$ cat src/rtl/riscv_bus_pkg.sv
// Shared types for the two-master memory bus arbiter.
package riscv_bus_pkg;

    typedef enum logic {IDLE, BUSY} state_e;

    typedef logic owner_t;

    typedef struct packed {
        logic        instr;
        logic [31:0] addr;
        logic [31:0] wdata;
        logic [3:0]  wstrb;
    } bus_req_t;

    localparam logic [31:0] ERR_RDATA_DEFAULT = 32'hDEADBEEF;

endpackage

$ cat src/rtl/rr_arbiter_2.sv
// Two-way round-robin arbiter: on a tie the port that did not win last time is granted.
module rr_arbiter_2 (
    input  logic [1:0] req,
    input  logic       last,
    output logic [1:0] gnt,
    output logic       any
);

    always_comb begin
        gnt[0] = req[0] & (~req[1] | last);
        gnt[1] = req[1] & (~req[0] | ~last);
        any    = |req;
    end

endmodule

$ cat src/rtl/mem_bus_arbiter.sv
// Shares one native-protocol memory bus between two masters, one transaction per grant,
// with a watchdog that completes transactions the memory never answers.
module mem_bus_arbiter
    import riscv_bus_pkg::*;
#(
    parameter int unsigned TIMEOUT_CYCLES = 1024,
    parameter logic [31:0] ERR_RDATA      = ERR_RDATA_DEFAULT
) (
    input  logic        clk,
    input  logic        reset,
    input  logic        s0_valid,
    input  logic        s0_instr,
    input  logic [31:0] s0_addr,
    input  logic [31:0] s0_wdata,
    input  logic [3:0]  s0_wstrb,
    output logic        s0_ready,
    output logic [31:0] s0_rdata,
    input  logic        s1_valid,
    input  logic        s1_instr,
    input  logic [31:0] s1_addr,
    input  logic [31:0] s1_wdata,
    input  logic [3:0]  s1_wstrb,
    output logic        s1_ready,
    output logic [31:0] s1_rdata,
    output logic        mem_valid,
    output logic        mem_instr,
    output logic [31:0] mem_addr,
    output logic [31:0] mem_wdata,
    output logic [3:0]  mem_wstrb,
    input  logic        mem_ready,
    input  logic [31:0] mem_rdata,
    output logic        owner,
    output logic        timeout
);

    // A zero TIMEOUT_CYCLES still needs a legal one-bit counter.
    localparam bit              WD_EN     = TIMEOUT_CYCLES > 0;
    localparam int unsigned     CW        = WD_EN ? $clog2(TIMEOUT_CYCLES + 1) : 1;
    localparam logic [CW-1:0]   EXPIRE_AT = WD_EN ? CW'(TIMEOUT_CYCLES - 1) : '0;
    localparam logic [CW-1:0]   CNT_MAX   = '1;

    state_e          state_q, state_d;
    owner_t          owner_q, owner_d;
    logic            last_q, last_d;
    logic [CW-1:0]   count_q, count_d;
    logic            mem_valid_q, mem_valid_d;
    bus_req_t        mem_req_q, mem_req_d;
    bus_req_t        req0, req1;
    logic [1:0]      gnt;
    logic            any;
    logic            owner_valid, done, expire;

    assign req0 = '{instr: s0_instr, addr: s0_addr, wdata: s0_wdata, wstrb: s0_wstrb};
    assign req1 = '{instr: s1_instr, addr: s1_addr, wdata: s1_wdata, wstrb: s1_wstrb};

    rr_arbiter_2 u_rr (
        .req  ({s1_valid, s0_valid}),
        .last (last_q),
        .gnt  (gnt),
        .any  (any)
    );

    // Completion paths; a live request is required so an abandoned master never sees ready.
    always_comb begin
        owner_valid = owner_q ? s1_valid : s0_valid;
        done        = (state_q == BUSY) && owner_valid && mem_ready;
        expire      = WD_EN && (state_q == BUSY) && owner_valid && !mem_ready
                      && (count_q == EXPIRE_AT);
        s0_ready    = (done || expire) && !owner_q;
        s1_ready    = (done || expire) && owner_q;
        s0_rdata    = (expire && !owner_q) ? ERR_RDATA : mem_rdata;
        s1_rdata    = (expire && owner_q) ? ERR_RDATA : mem_rdata;
        timeout     = expire;
    end

    always_comb begin
        state_d     = state_q;
        owner_d     = owner_q;
        last_d      = last_q;
        count_d     = count_q;
        mem_valid_d = mem_valid_q;
        mem_req_d   = mem_req_q;
        case (state_q)
            IDLE: begin
                if (any) begin
                    state_d     = BUSY;
                    owner_d     = gnt[1];
                    last_d      = gnt[1];
                    count_d     = '0;
                    mem_valid_d = 1'b1;
                    mem_req_d   = gnt[1] ? req1 : req0;
                end
            end
            BUSY: begin
                if (!mem_ready && count_q != CNT_MAX) begin
                    count_d = count_q + 1'b1;
                end
                if (!owner_valid || done || expire) begin
                    state_d     = IDLE;
                    mem_valid_d = 1'b0;
                end
            end
            default: state_d = IDLE;
        endcase
    end

    always_ff @(posedge clk or negedge reset) begin
        if (!reset) begin
            state_q     <= IDLE;
            owner_q     <= 1'b0;
            last_q      <= 1'b1;
            count_q     <= '0;
            mem_valid_q <= 1'b0;
            mem_req_q   <= '0;
        end else begin
            state_q     <= state_d;
            owner_q     <= owner_d;
            last_q      <= last_d;
            count_q     <= count_d;
            mem_valid_q <= mem_valid_d;
            mem_req_q   <= mem_req_d;
        end
    end

    assign mem_valid = mem_valid_q;
    assign mem_instr = mem_req_q.instr;
    assign mem_addr  = mem_req_q.addr;
    assign mem_wdata = mem_req_q.wdata;
    assign mem_wstrb = mem_req_q.wstrb;
    assign owner     = owner_q;

endmodule

$ cat config.mk
export PLATFORM = sky130hd
export DESIGN_NAME = mem_bus_arbiter
export DESIGN_NICKNAME = d
export VERILOG_FILES = /design/src/rtl/riscv_bus_pkg.sv /design/src/rtl/rr_arbiter_2.sv /design/src/rtl/mem_bus_arbiter.sv
export SDC_FILE = /design/constraint.sdc
export NUM_CORES = 1
export LEC_CHECK = 0
export ABC_AREA = 0
export BUFFER_PORTS_ARGS = -buffer_cell sky130_fd_sc_hd__buf_2
export CAP_MARGIN = 15
export CORE_AREA = 5 5 118 120
export CTS_CLUSTER_SIZE = 28
export DETAILED_ROUTE_END_ITERATION = 16
export DIE_AREA = 0 0 123 125
export PLACE_DENSITY = 0.7
export RECOVER_POWER = 50
export SYNTH_ARGS = -nofsm -noshare
export SYNTH_HDL_FRONTEND = slang
export SYNTH_SLANG_ARGS = --single-unit
$ cat constraint.sdc
create_clock -name clk -period 2.2 [get_ports clk]
set_clock_uncertainty 0.15 [all_clocks]
set_input_delay 0.11 -clock clk [delete_from_list [all_inputs] [get_ports clk]]
set_output_delay 0.11 -clock clk [all_outputs]
set_load 0.05 [all_outputs]
==> results by group, run 1 <==
Synth
  • Synth cell types: 36
  • Post-synth EDFFs: 0
  • Mapped Area: 0.00441 mm^2
  • Sequential fraction of the synthesis area: 47.7%
  • Syn_area_per_cell: 9.62 um^2
  • Cells after Synth: 458
  • Syn nets: 634
  • Synth top area share: 47.1%
  • Cell taking the most area after synthesis: dfrtp_1
  • Main synth FF type: dfrtp_1
  • Yosys reg bits: 84
  • Post-synth ARST share: 100%
  • Ranking of synthesized cells by area: dfrtp_1 47%, mux2i_1 16%, o21ai_0 8.5%
  • Synth warnings: 0

Pwr
  • VDD IR-drop max: 0.765 mV
  • Lkg Pwr: 4.65 nW
  • Pwr Density: 1090 mW/mm^2
  • Power, Total: 9.88 mW

Timing
  • Endpoints failing setup: 36
  • Fin. Hold Viols: 7
  • Setup TNS: -0.990 ns
  • Max-slew violations: 0
  • RSZ-0062 raised after global routing: true
  • FMAX: 0.441 GHz
  • Crit path time final: 2.27 ns
  • Ratio of final minimum period to clock period: 103%
  • Rel. slew slack: 29.1%
  • Worst-margin pin slew: 1.06 ns
  • Setup ws final: -0.0661 ns
  • Worst hold slack: -0.0463 ns

Routing
  • Drt pass-1 iters: 4
  • Routed WL: 20.7 mm
  • Drt wl/cell: 18.6 um
  • Post-route antenna net violation count: 0
  • DRT iter0 DRCs: 272
  • Met2 wire length: 10.8 mm
  • Vias/cell: 4.93
  • Met3 WL: 1.73 mm
  • Met1 WL: 7.26 mm
  • Via count: 5497
  • # DRC: 0
  • Top Metal Used: met4

Place
  • Area of placed instances: 0.00636 mm^2
  • Port Buf Inserts: 312
  • Worst slack, placed: 0.0220 ns
  • Routability cong.: 0.746
  • HPWL Detailed: 11.2 mm

Critical path
  • Reg-to-reg slack, setup: -0.01 ns
  • R2R Path Start: last_q
  • Worst Path Max Fanout: 8
  • Worst R2R End: mem_wdata[29]
  • Worst setup SP type: register
  • Crit path launch: count_q[1]
  • Crit Path Category: reg -> out
  • Worst EP required: 1.94 ns
  • Critical path capture point type: primary output
  • Worst Setup EP: s0_rdata[1]
  • CP arrival: 2.01 ns
  • R2R cell count: 7

CTS
  • Worst-skew pair later-pin latency: 0.33 ns
  • Htree depth: 3
  • TritonCTS clock tree: built
  • CTS max path bufs: 2
  • Clock Tree Root: clkbuf_16
  • CTS Buf Count: 9
  • Clock sink count: 84
  • Clock-pin slew on the worst setup and hold paths: 0.06 ns

Global routing
  • Global route overflow: 0
  • GRT Overall Usage: 24.4%
  • Number of global-route vias before repair: 5825
  • Initial antenna violation count: 1
  • Largest net degree at the start of global routing: 84
  • Global-route wire length before repair: 29.7 mm

Finish
  • Finished Cell Area: 0.00910 mm^2
  • Area Overhead vs Synth: 106%
  • Nets@finish: 1110
  • Share of layout cells above drive strength 1: 43.2%
  • Fillers: 864

Die
  • Core area: 0.0129 mm^2
  • Placement Rows: 42
  • Initial Util: 34.2%
  • Die H: 125 um
  • Die area: 0.0154 mm^2
  • Die Width: 123 um
  • Top-level port count: 313

Job
  • Max-Cap Viols: 0

Status
  • Failing checks: negative hold slack, negative setup slack
  • Status: finished with violations

Worst hold path
  • Worst min path class: in -> reg
-- area by class of cell --
type / instances / area, um^2 / share of cell area [%]
Clock inverter: 2 / 35.0 / 0.385
Clock buffer: 12 / 256 / 2.82
Antenna cell: 1 / 2.50 / 0.0275
Tap cell: 176 / 220 / 2.42
Timing Repair Buffer: 495 / 4030 / 44.3
Inverter: 1 / 3.75 / 0.0413
Sequential cell: 84 / 2100 / 23.1
Multi-Input combinational cell: 343 / 2440 / 26.8
-- placed cells by master, fill, tap and decap left out, types with 3 or more instances in the layout --
cell type	count
buf_8	45
mux2i_1	68
buf_6	24
o21ai_0	74
or2_1	4
nor2_1	5
a31oi_1	11
or2_4	20
dlygate4sd3_1	132
buf_12	7
a21oi_1	4
clkbuf_16	15
and2_2	8
nor2b_4	7
buf_2	195
dfrtp_1	82
and2b_4	3
nand3_1	5
nand2b_4	11
nand2_1	79
nand2b_2	13
buf_4	30
clkbuf_1	51
-- power breakdown --
part | switching (mW) | total (mW) | internal, mW
combinational | 4.08 | 5.76 | 1.68
sequential | 0.386 | 2.62 | 2.23
clock | 0.576 | 1.50 | 0.928
total | 5.04 | 9.88 | 4.84
-- logic make-up (layout without fill, tap and decap cells) --
kind of cell	count (synthesis)	count (layout)	share of synthesized area (%)
multiplexers	70	70	15.9
AND/OR/NAND/NOR	167	170	18.9
AO/OA/AOI/OAI	101	101	12.8
XOR/XNOR	1	1	0.199
adder cells (fa/ha/maj)	1	1	0.284
other	0	1	0
flip-flops	84	84	47.7
buffers and inverters	34	510	4.12
-- sequential cells by signal (all words and copies together), names as in the netlist --
register	flops
mem_addr	32
mem_wdata	32
count_q	11
mem_wstrb	4
last_q	1
mem_instr	1
mem_valid	1
owner	1
state_q	1
-- synthesized netlist by cell type (2+ instances only) --
master / instances
dfrtp_1: 83
nand2_1: 83
o21ai_0: 75
mux2i_1: 69
nand2b_1: 26
or2_1: 24
buf_2: 19
a31oi_1: 11
clkbuf_1: 10
and2_1: 9
nor2b_1: 8
nand3_1: 5
nor2_1: 5
a21oi_1: 4
buf_6: 4
a41oi_1: 2
and4_1: 2
-- per-stage QoR --
stage / util, % / cells
global placement: 49.4 / 928
CTS: 67.2 / 1093
finish: 70.7 / 1114
floorplan: - / 458
global route: 70.7 / 1114
detailed placement: 49.4 / 928
-- critical path, stage by stage, from the launching register on --
cell	delay [ns]
dfrtp_1	0.42
ha_4	0.18
and4_1	0.20
and4_4	0.19
and2b_2	0.27
or2_1	0.26
buf_6	0.16
-- worst min path at each step --
stage / start / cells after the start / to / slack, ns
finish: s0_wdata[1] / 3 / mem_wdata[1] / -0.05
global placement: reset / 1 / mem_wdata[0] / -0.005
global route: s0_addr[1] / 3 / mem_addr[1] / -0.006
CTS: s0_addr[21] / 3 / mem_addr[21] / 0.0005
detailed placement: reset / 1 / mem_wstrb[3] / -0.007
floorplan: reset / 0 / count_q[0] / -0.34
-- per-layer routing --
layer | global-route usage (%) | vias to the layer above
met4 | 14.3 | 0
met5 | 0 | -
li1 | - | 2534
met3 | 6.01 | 62
met1 | 25.2 | 2611
met2 | 43.9 | 290
-- repair_timing --
item | CTS | global route
hold buffers | 142 | 6
cloned | 3 | 9
pin swaps | 6 | 8
setup buffers | 6 | 20
gates resized for setup | 148 | 74
endpoints found under the setup margin | 65 | 110
endpoints found under the hold margin | 113 | 6
(Power assumes the default switching activity.)
==> run 2: changes to the inputs <==
--- a/config.mk
+++ b/config.mk
@@ -14,6 +14,7 @@
 export DIE_AREA = 0 0 123 125
 export PLACE_DENSITY = 0.7
 export RECOVER_POWER = 50
+export REMOVE_ABC_BUFFERS = 1
 export SYNTH_ARGS = -nofsm -noshare
 export SYNTH_HDL_FRONTEND = slang
 export SYNTH_SLANG_ARGS = --single-unit
==> results by group, run 2 (synthesized netlist as in run 1, its figures left out) <==
CTS
  • Clock Tree Root: clkbuf_16 (unchanged)
  • TritonCTS clock tree: built (unchanged)
  • CTS Buf Count: 9 (unchanged)
  • Clock-pin slew on the worst setup and hold paths: 0.06 ns (about the same)
  • Clock sink count: 84 (unchanged)
  • Worst-skew pair later-pin latency: 0.33 ns (about the same)
  • CTS max path bufs: 2 (unchanged)
  • Htree depth: 3 (unchanged)

Die
  • Die Width: 123 um (unchanged)
  • Initial Util: 34.2% (unchanged)
  • Placement Rows: 42 (unchanged)
  • Die H: 125 um (unchanged)
  • Top-level port count: 313 (unchanged)
  • Die area: 0.0154 mm^2 (unchanged)
  • Core area: 0.0129 mm^2 (unchanged)

Place
  • HPWL Detailed: 11.7 mm (was 11.2 mm)
  • Port Buf Inserts: 312 (unchanged)
  • Routability cong.: 0.757 (was 0.746)
  • Worst slack, placed: 0.118 ns (was 0.0220 ns)
  • Area of placed instances: 0.00622 mm^2 (was 0.00636 mm^2)

Timing
  • Fin. Hold Viols: 0 (was 7)
  • FMAX: 0.447 GHz (was 0.441 GHz)
  • Setup ws final: -0.0395 ns (was -0.0661 ns)
  • Rel. slew slack: 43.4% (was 29.1%)
  • Endpoints failing setup: 19 (was 36)
  • Max-slew violations: 0 (unchanged)
  • RSZ-0062 raised after global routing: true (unchanged)
  • Worst-margin pin slew: 0.848 ns (was 1.06 ns)
  • Ratio of final minimum period to clock period: 102% (was 103%)
  • Crit path time final: 2.24 ns (was 2.27 ns)
  • Worst hold slack: 0.0688 ns (was -0.0463 ns)

Critical path
  • R2R Path Start: last_q (unchanged)
  • Critical path capture point type: primary output (unchanged)
  • Worst setup SP type: register (unchanged)
  • Worst Path Max Fanout: 16 (was 8)
  • WP depth: 7 (was 6)
  • Crit-path cells: ha_4, and4_1, and4_4, nand2_4, clkbuf_16, nand2b_1, buf_6 (was ha_4, and4_1, and4_4, and2b_2, or2_1, buf_6)
  • Buffer and inverter count on the worst path: 2 (was 1)
  • Worst EP required: 1.94 ns (about the same)
  • R2R cell count: 6 (was 7)
  • Crit-path slowest cell: dfrtp_1 (unchanged)
  • Reg-to-reg slack, setup: 0.03 ns (was -0.01 ns)
  • Crit-path max cell delay: 0.40 ns (was 0.42 ns)
  • Cell family with the largest share of critical-path delay: simple AND/OR/NAND/NOR gates (unchanged)
  • Crit Path Category: reg -> out (unchanged)
  • Worst R2R End: mem_addr[1] (was mem_wdata[29])
  • Crit path launch: count_q[1] (unchanged)
  • Worst Setup EP: s1_rdata[12] (was s0_rdata[1])
  • CP arrival: 1.98 ns (was 2.01 ns)

Finish
  • Commonest non-fill, non-tap cell in the layout: buf_2 (unchanged)
  • Area Overhead vs Synth: 91.9% (was 106%)
  • Most frequent cells in the layout: 210 x buf_2, 143 x dlygate4sd3_1, 83 x dfrtp_1 (was 195 x buf_2, 132 x dlygate4sd3_1, 82 x dfrtp_1)
  • Sequential Area: 0.00210 mm^2 (about the same)
  • Fillers: 964 (was 864)
  • Finished Cell Area: 0.00845 mm^2 (was 0.00910 mm^2)
  • Multi-input logic area: 0.00221 mm^2 (was 0.00244 mm^2)
  • Util after Layout: 65.7% (was 70.7%)
  • Nets@finish: 1095 (was 1110)
  • Share of layout cells above drive strength 1: 36.3% (was 43.2%)

Routing
  • Via count: 5512 (was 5497)
  • Vias/cell: 5.00 (was 4.93)
  • # DRC: 0 (unchanged)
  • DRT iter0 DRCs: 262 (was 272)
  • Routed WL: 20.9 mm (was 20.7 mm)
  • Post-route antenna net violation count: 0 (unchanged)
  • Drt pass-1 iters: 4 (unchanged)
  • Drt wl/cell: 18.9 um (was 18.6 um)

Global routing
  • Global route overflow: 0 (unchanged)
  • Global-route wire length before repair: 30.5 mm (was 29.7 mm)
  • Largest net degree at the start of global routing: 81 (was 84)
  • Initial antenna violation count: 3 (was 1)
  • Number of global-route vias before repair: 5729 (was 5825)
  • GRT Overall Usage: 25.5% (was 24.4%)

Worst hold path
  • Hold Path Stages: 3 (unchanged)
  • Worst min path class: in -> reg (unchanged)

Status
  • Status: finished with violations (unchanged)
  • Failing checks: negative setup slack (was negative hold slack, negative setup slack)

Pwr
  • Power, Total: 9.64 mW (was 9.88 mW)
  • VDD IR-drop max: 0.816 mV (was 0.765 mV)
  • Pwr Density: 1140 mW/mm^2 (was 1090 mW/mm^2)
  • Lkg Pwr: 4.34 nW (was 4.65 nW)

Job
  • Max-Cap Viols: 0 (unchanged)
run 2: cell count changes in the layout (fill, tap and decap cells not counted), sizes merged:
| cell | change |
|---|---|
| buf | -5 |
| diode | +1 |
| dlygate4sd3 | +11 |
| clkinvlp | +3 |
| inv | +1 |
| dlymetal6s4s | -1 |
| bufinv | -1 |
| clkbuf | -21 |
run 2: how the worst min path moves through the flow:
stage,slack (ns),startpoint,end
final,0.07,mem_ready,state_q
after detailed placement,-0.06,reset,mem_wdata[8]
after global routing,0.05,mem_ready,state_q
after global placement,-0.07,reset,mem_wstrb[2]
after floorplan,-0.34,reset,count_q[0]
after CTS,0.05,mem_ready,state_q
run 2: cell type report:
cell class	instances	area share, %
Antenna cell	2	0.0592
Clock buffer	11	2.87
Clock inverter	5	0.429
Inverter	1	0.0444
Multi-Input combinational cell	343	26.1
Sequential cell	84	24.9
Tap cell	176	2.60
Timing Repair Buffer	480	43.0
run 2: what timing repair did:
action / CTS / global route
endpoints found under the setup margin: 65 / 86
resized for setup: 78 / 79
pin swaps: 1 / 3
hold endpoints to repair: 136 / 0
hold buffers: 143 / 0
cloned: 1 / 3
setup buffers: 4 / 5
run 2: per-stage QoR:
stage	setup TNS, ns	instances
floorplan	-254.66	425
global placement	0	928
detailed placement	0	928
CTS	-0.00975	1092
global route	-3.66	1102
finish	-0.250	1102
run 2: worst register-to-register path, stage by stage (launching register included):
cell	delay, ns
dfstp_2	0.54
nand2_1	0.08
nand2_4	0.14
buf_4	0.19
mux2i_1	0.21
dlygate4sd3_1	0.59
o21ai_0	0.12
run 2: per-layer routing:
layer / global-route usage [%] / vias up / wire length, um
li1: - / 2506 / -
met2: 46.7 / 335 / 11000
met1: 26.5 / 2607 / 7010
met5: 0 / - / 0
met4: 9.90 / 0 / 818
met3: 8.31 / 64 / 2000
run 2: power by group:
part | internal [mW] | switching, mW | leakage [nW] | total (mW)
clock network | 0.799 | 0.637 | 0.128 | 1.44
registers | 2.23 | 0.430 | 1.05 | 2.66
logic | 1.49 | 4.05 | 3.16 | 5.54
==> run 3: changes to the inputs <==
--- a/config.mk
+++ b/config.mk
@@ -6,13 +6,12 @@
 export NUM_CORES = 1
 export LEC_CHECK = 0
 export ABC_AREA = 0
-export BUFFER_PORTS_ARGS = -buffer_cell sky130_fd_sc_hd__buf_2
 export CAP_MARGIN = 15
 export CORE_AREA = 5 5 118 120
 export CTS_CLUSTER_SIZE = 28
 export DETAILED_ROUTE_END_ITERATION = 16
 export DIE_AREA = 0 0 123 125
-export PLACE_DENSITY = 0.7
+export DONT_BUFFER_PORTS = 1
 export RECOVER_POWER = 50
 export REMOVE_ABC_BUFFERS = 1
 export SYNTH_ARGS = -nofsm -noshare
==> results by group, run 3 <==
CTS
  • CTS Buf Count: 9 (unchanged)
  • Htree depth: 3 (unchanged)
  • Clock Tree Root: clkbuf_16 (unchanged)
  • Clock sink count: 84 (unchanged)
  • Resize count post-CTS: 72 (was 78)
  • Post CTS Setup Buffer Count: 5 (was 4)
  • CTS max path bufs: 2 (unchanged)
  • Post-cts hold buffer count: 142 (was 143)

Die
  • Placement Rows: 42 (unchanged)
  • Die Width: 123 um (unchanged)
  • Initial Util: 34.2% (unchanged)
  • Die H: 125 um (unchanged)
  • Top-level port count: 313 (unchanged)

Synth
  • Fraction of synthesized cell area in xor and xnor cells: 0.199% (unchanged)
  • Syn_area_per_cell: 9.62 um^2 (unchanged)
  • Synth cell types: 36 (unchanged)
  • Sequential fraction of the synthesis area: 47.7% (unchanged)
  • Post-synth EDFFs: 0 (unchanged)
  • Post-synth ARST share: 100% (unchanged)
  • Mux cell area share after synthesis: 15.9% (unchanged)
  • Cells after Synth: 458 (unchanged)
  • Synth top area share: 47.1% (unchanged)
  • Cell taking the most area after synthesis: dfrtp_1 (unchanged)
  • Synth Area in Adders: 0.284% (unchanged)
  • Synth warnings: 0 (unchanged)
  • Commonest cells post-synth: 83 x dfrtp_1, 83 x nand2_1, 75 x o21ai_0, 69 x mux2i_1, 26 x nand2b_1 (unchanged)
  • Post-Synth Simple-Gate Area: 18.9% (unchanged)
  • Ranking of synthesized cells by area: dfrtp_1 47%, mux2i_1 16%, o21ai_0 8.5% (unchanged)
  • Yosys reg bits: 84 (unchanged)
  • Post-synthesis compound-gate area fraction: 12.8% (unchanged)
  • Main combinational cell family by area after synthesis: simple AND/OR/NAND/NOR gates (unchanged)
  • Main synth FF type: dfrtp_1 (unchanged)
  • Mapped Area: 0.00441 mm^2 (unchanged)

Status
  • Status: stopped before the end (was finished with violations)
  • Stop err: [ERROR RSZ-0060] Max buffer count reached.
  • Halt Stage: clock tree synthesis

Place
  • HPWL Detailed: 11.0 mm (was 11.7 mm)
  • Worst slack, placed: 0.0567 ns (was 0.118 ns)
  • Port Buf Inserts: 0 (was 312)
  • Area of placed instances: 0.00552 mm^2 (was 0.00622 mm^2)
  • Routability cong.: 0.794 (was 0.757)
run 3: cell counts after synthesis:
Identical to the previous run, type by type.
run 3: cell families after synthesis:
logic type      Yosys count
compound gates          101
xor+xnor                  1
fa+ha+maj                 1
buf+inv                  34
flops                    84
mux                      70
simple gates            167
run 3: through the flow:
step                      hold WS (ns)  instances
after floorplan                 -0.336        425
after global placement          -0.333        679
after detailed placement        -0.333        679
==> run 4: changes to the inputs <==
--- a/config.mk
+++ b/config.mk
@@ -7,11 +7,11 @@
 export LEC_CHECK = 0
 export ABC_AREA = 0
 export CAP_MARGIN = 15
-export CORE_AREA = 5 5 118 120
-export CTS_CLUSTER_SIZE = 28
+export CORE_MARGIN = 5
+export CORE_UTILIZATION = 30
 export DETAILED_ROUTE_END_ITERATION = 16
-export DIE_AREA = 0 0 123 125
 export DONT_BUFFER_PORTS = 1
+export PLACE_DENSITY_LB_ADDON = 0.15
 export RECOVER_POWER = 50
 export REMOVE_ABC_BUFFERS = 1
 export SYNTH_ARGS = -nofsm -noshare
==> results by group, run 4 (synthesized netlist as in run 1, its figures left out) <==
Finish
  • Util after Layout: 55.1%
  • Most frequent cells in the layout: 139 x dlygate4sd3_1, 83 x dfrtp_1, 80 x nand2_1
  • Share of layout cells above drive strength 1: 26.3%
  • Multi-input logic area: 0.00240 mm^2
  • Sequential Area: 0.00210 mm^2
  • Non-filler cells in the finished layout: 870
  • Commonest non-fill, non-tap cell in the layout: dlygate4sd3_1
  • Fillers: 1190
  • Area Overhead vs Synth: 81.0%
  • Nets@finish: 855
  • Finished Cell Area: 0.00798 mm^2

Die
  • Die area: 0.0172 mm^2
  • Initial Util: 30.4% (was 34.2%)
  • Placement Rows: 44 (was 42)
  • Top-level port count: 313 (unchanged)
  • Die Width: 131 um (was 123 um)
  • Die H: 131 um (was 125 um)
  • Core area: 0.0145 mm^2

Routing
  • Drt pass-1 iters: 4
  • DRT iter0 DRCs: 120
  • Via count: 4330
  • Vias/cell: 4.98
  • Post-route antenna net violation count: 0
  • Drt wl/cell: 20.7 um
  • Routed WL: 18.0 mm
  • # DRC: 0

Critical path
  • Crit-path slowest cell: dfrtp_1
  • Buffer and inverter count on the worst path: 2
  • Crit path launch: count_q[0]
  • Worst setup SP type: register
  • R2R cell count: 6
  • Cell family with the largest share of critical-path delay: simple AND/OR/NAND/NOR gates
  • Reg-to-reg slack, setup: 0.05 ns
  • Crit-path max cell delay: 0.35 ns
  • Worst EP required: 1.94 ns
  • Crit Path Category: reg -> out
  • R2R Path Start: last_q
  • Crit-path cells: ha_2, and4_1, and4_4, nand2_8, clkbuf_16, nand2b_1, buf_6
  • Worst R2R End: mem_wdata[12]
  • Worst Path Max Fanout: 8
  • CP arrival: 1.93 ns
  • Critical path capture point type: primary output

CTS
  • TritonCTS clock tree: built
  • Clock Tree Root: clkbuf_16 (unchanged)
  • Clock-pin slew on the worst setup and hold paths: 0.06 ns
  • CTS max path bufs: 2 (unchanged)
  • Clock sink count: 84 (unchanged)
  • Worst-skew pair later-pin latency: 0.33 ns
  • Post-cts hold buffer count: 142 (unchanged)
  • Htree depth: 3 (unchanged)
  • CTS Buf Count: 9 (unchanged)

Job
  • Max-Cap Viols: 0

Status
  • Failing checks: negative hold slack
  • Status: finished with violations (was stopped before the end)

Timing
  • RSZ-0062 raised after global routing: true
  • Setup TNS: 0 ns
  • Crit path time final: 2.19 ns
  • Endpoints failing setup: 0
  • Setup ws final: 0.00873 ns
  • Worst-margin pin slew: 0.630 ns
  • Fin. Hold Viols: 84
  • FMAX: 0.456 GHz
  • Rel. slew slack: 58.2%
  • Worst hold slack: -0.680 ns
  • Max-slew violations: 0
  • Ratio of final minimum period to clock period: 99.6%

Place
  • HPWL Detailed: 10.8 mm (was 11.0 mm)
  • Port Buf Inserts: 0 (unchanged)
  • Placed insts: 688 (was 679)
  • Routability cong.: 0.768 (was 0.794)
  • Worst slack, placed: 0.148 ns (was 0.0567 ns)
  • Area of placed instances: 0.00555 mm^2 (was 0.00552 mm^2)

Global routing
  • Global route overflow: 0
  • Initial antenna violation count: 1
  • Number of global-route vias before repair: 4454
  • GRT Overall Usage: 17.9%
  • Global-route wire length before repair: 24.9 mm
  • Largest net degree at the start of global routing: 85

Pwr
  • Pwr Density: 1160 mW/mm^2
  • VDD IR-drop max: 0.695 mV
  • Lkg Pwr: 3.78 nW
  • Power, Total: 9.25 mW

Worst hold path
  • Worst min path class: in -> async
-- run 4: report_power, final --
part           switching [mW]  total (mW)  leakage, nW  internal (mW)
Sequential               2.77        4.96         1.05           2.19
Clock                   0.607        1.52        0.142          0.913
Combinational            1.44        2.77         2.60           1.34
-- run 4: worst max-delay path by stage --
stage | endpoint | slack [ns] | cells past startpoint
final | s1_rdata[15] | 0.009 | 7
after global routing | s1_rdata[18] | -0.12 | 7
after CTS | s1_rdata[21] | -0.05 | 7
after detailed placement | s0_rdata[16] | 0.15 | 6
after global placement | count_q[5] | 0.19 | 6
after floorplan | count_q[2] | -3.34 | 3
-- run 4: what timing repair did --
action,4_1_cts,5_1_grt
setup buffers,5,4
endpoints found under the hold margin,156,84
pin swaps,3,12
gates resized for setup,25,94
endpoints found under the setup margin,66,121
cloned,2,11
-- run 4: routing by layer --
layer	GRT usage, %	vias to the layer above	part of all wire (%)
li1	-	2008	-
met1	17.1	2040	33
met2	33.5	250	54
met3	7.99	32	11
met4	6.64	0	2.8
met5	0	-	0
-- run 4: final cells by class --
class / instances / area share, %
multi-input combinational: 344 / 30.2
inverter: 1 / 0.0471
sequential: 84 / 26.4
timing repair buffer: 239 / 36.7
clock buffer: 11 / 3.04
clock inverter: 5 / 0.737
antenna: 2 / 0.0628
tap: 184 / 2.89
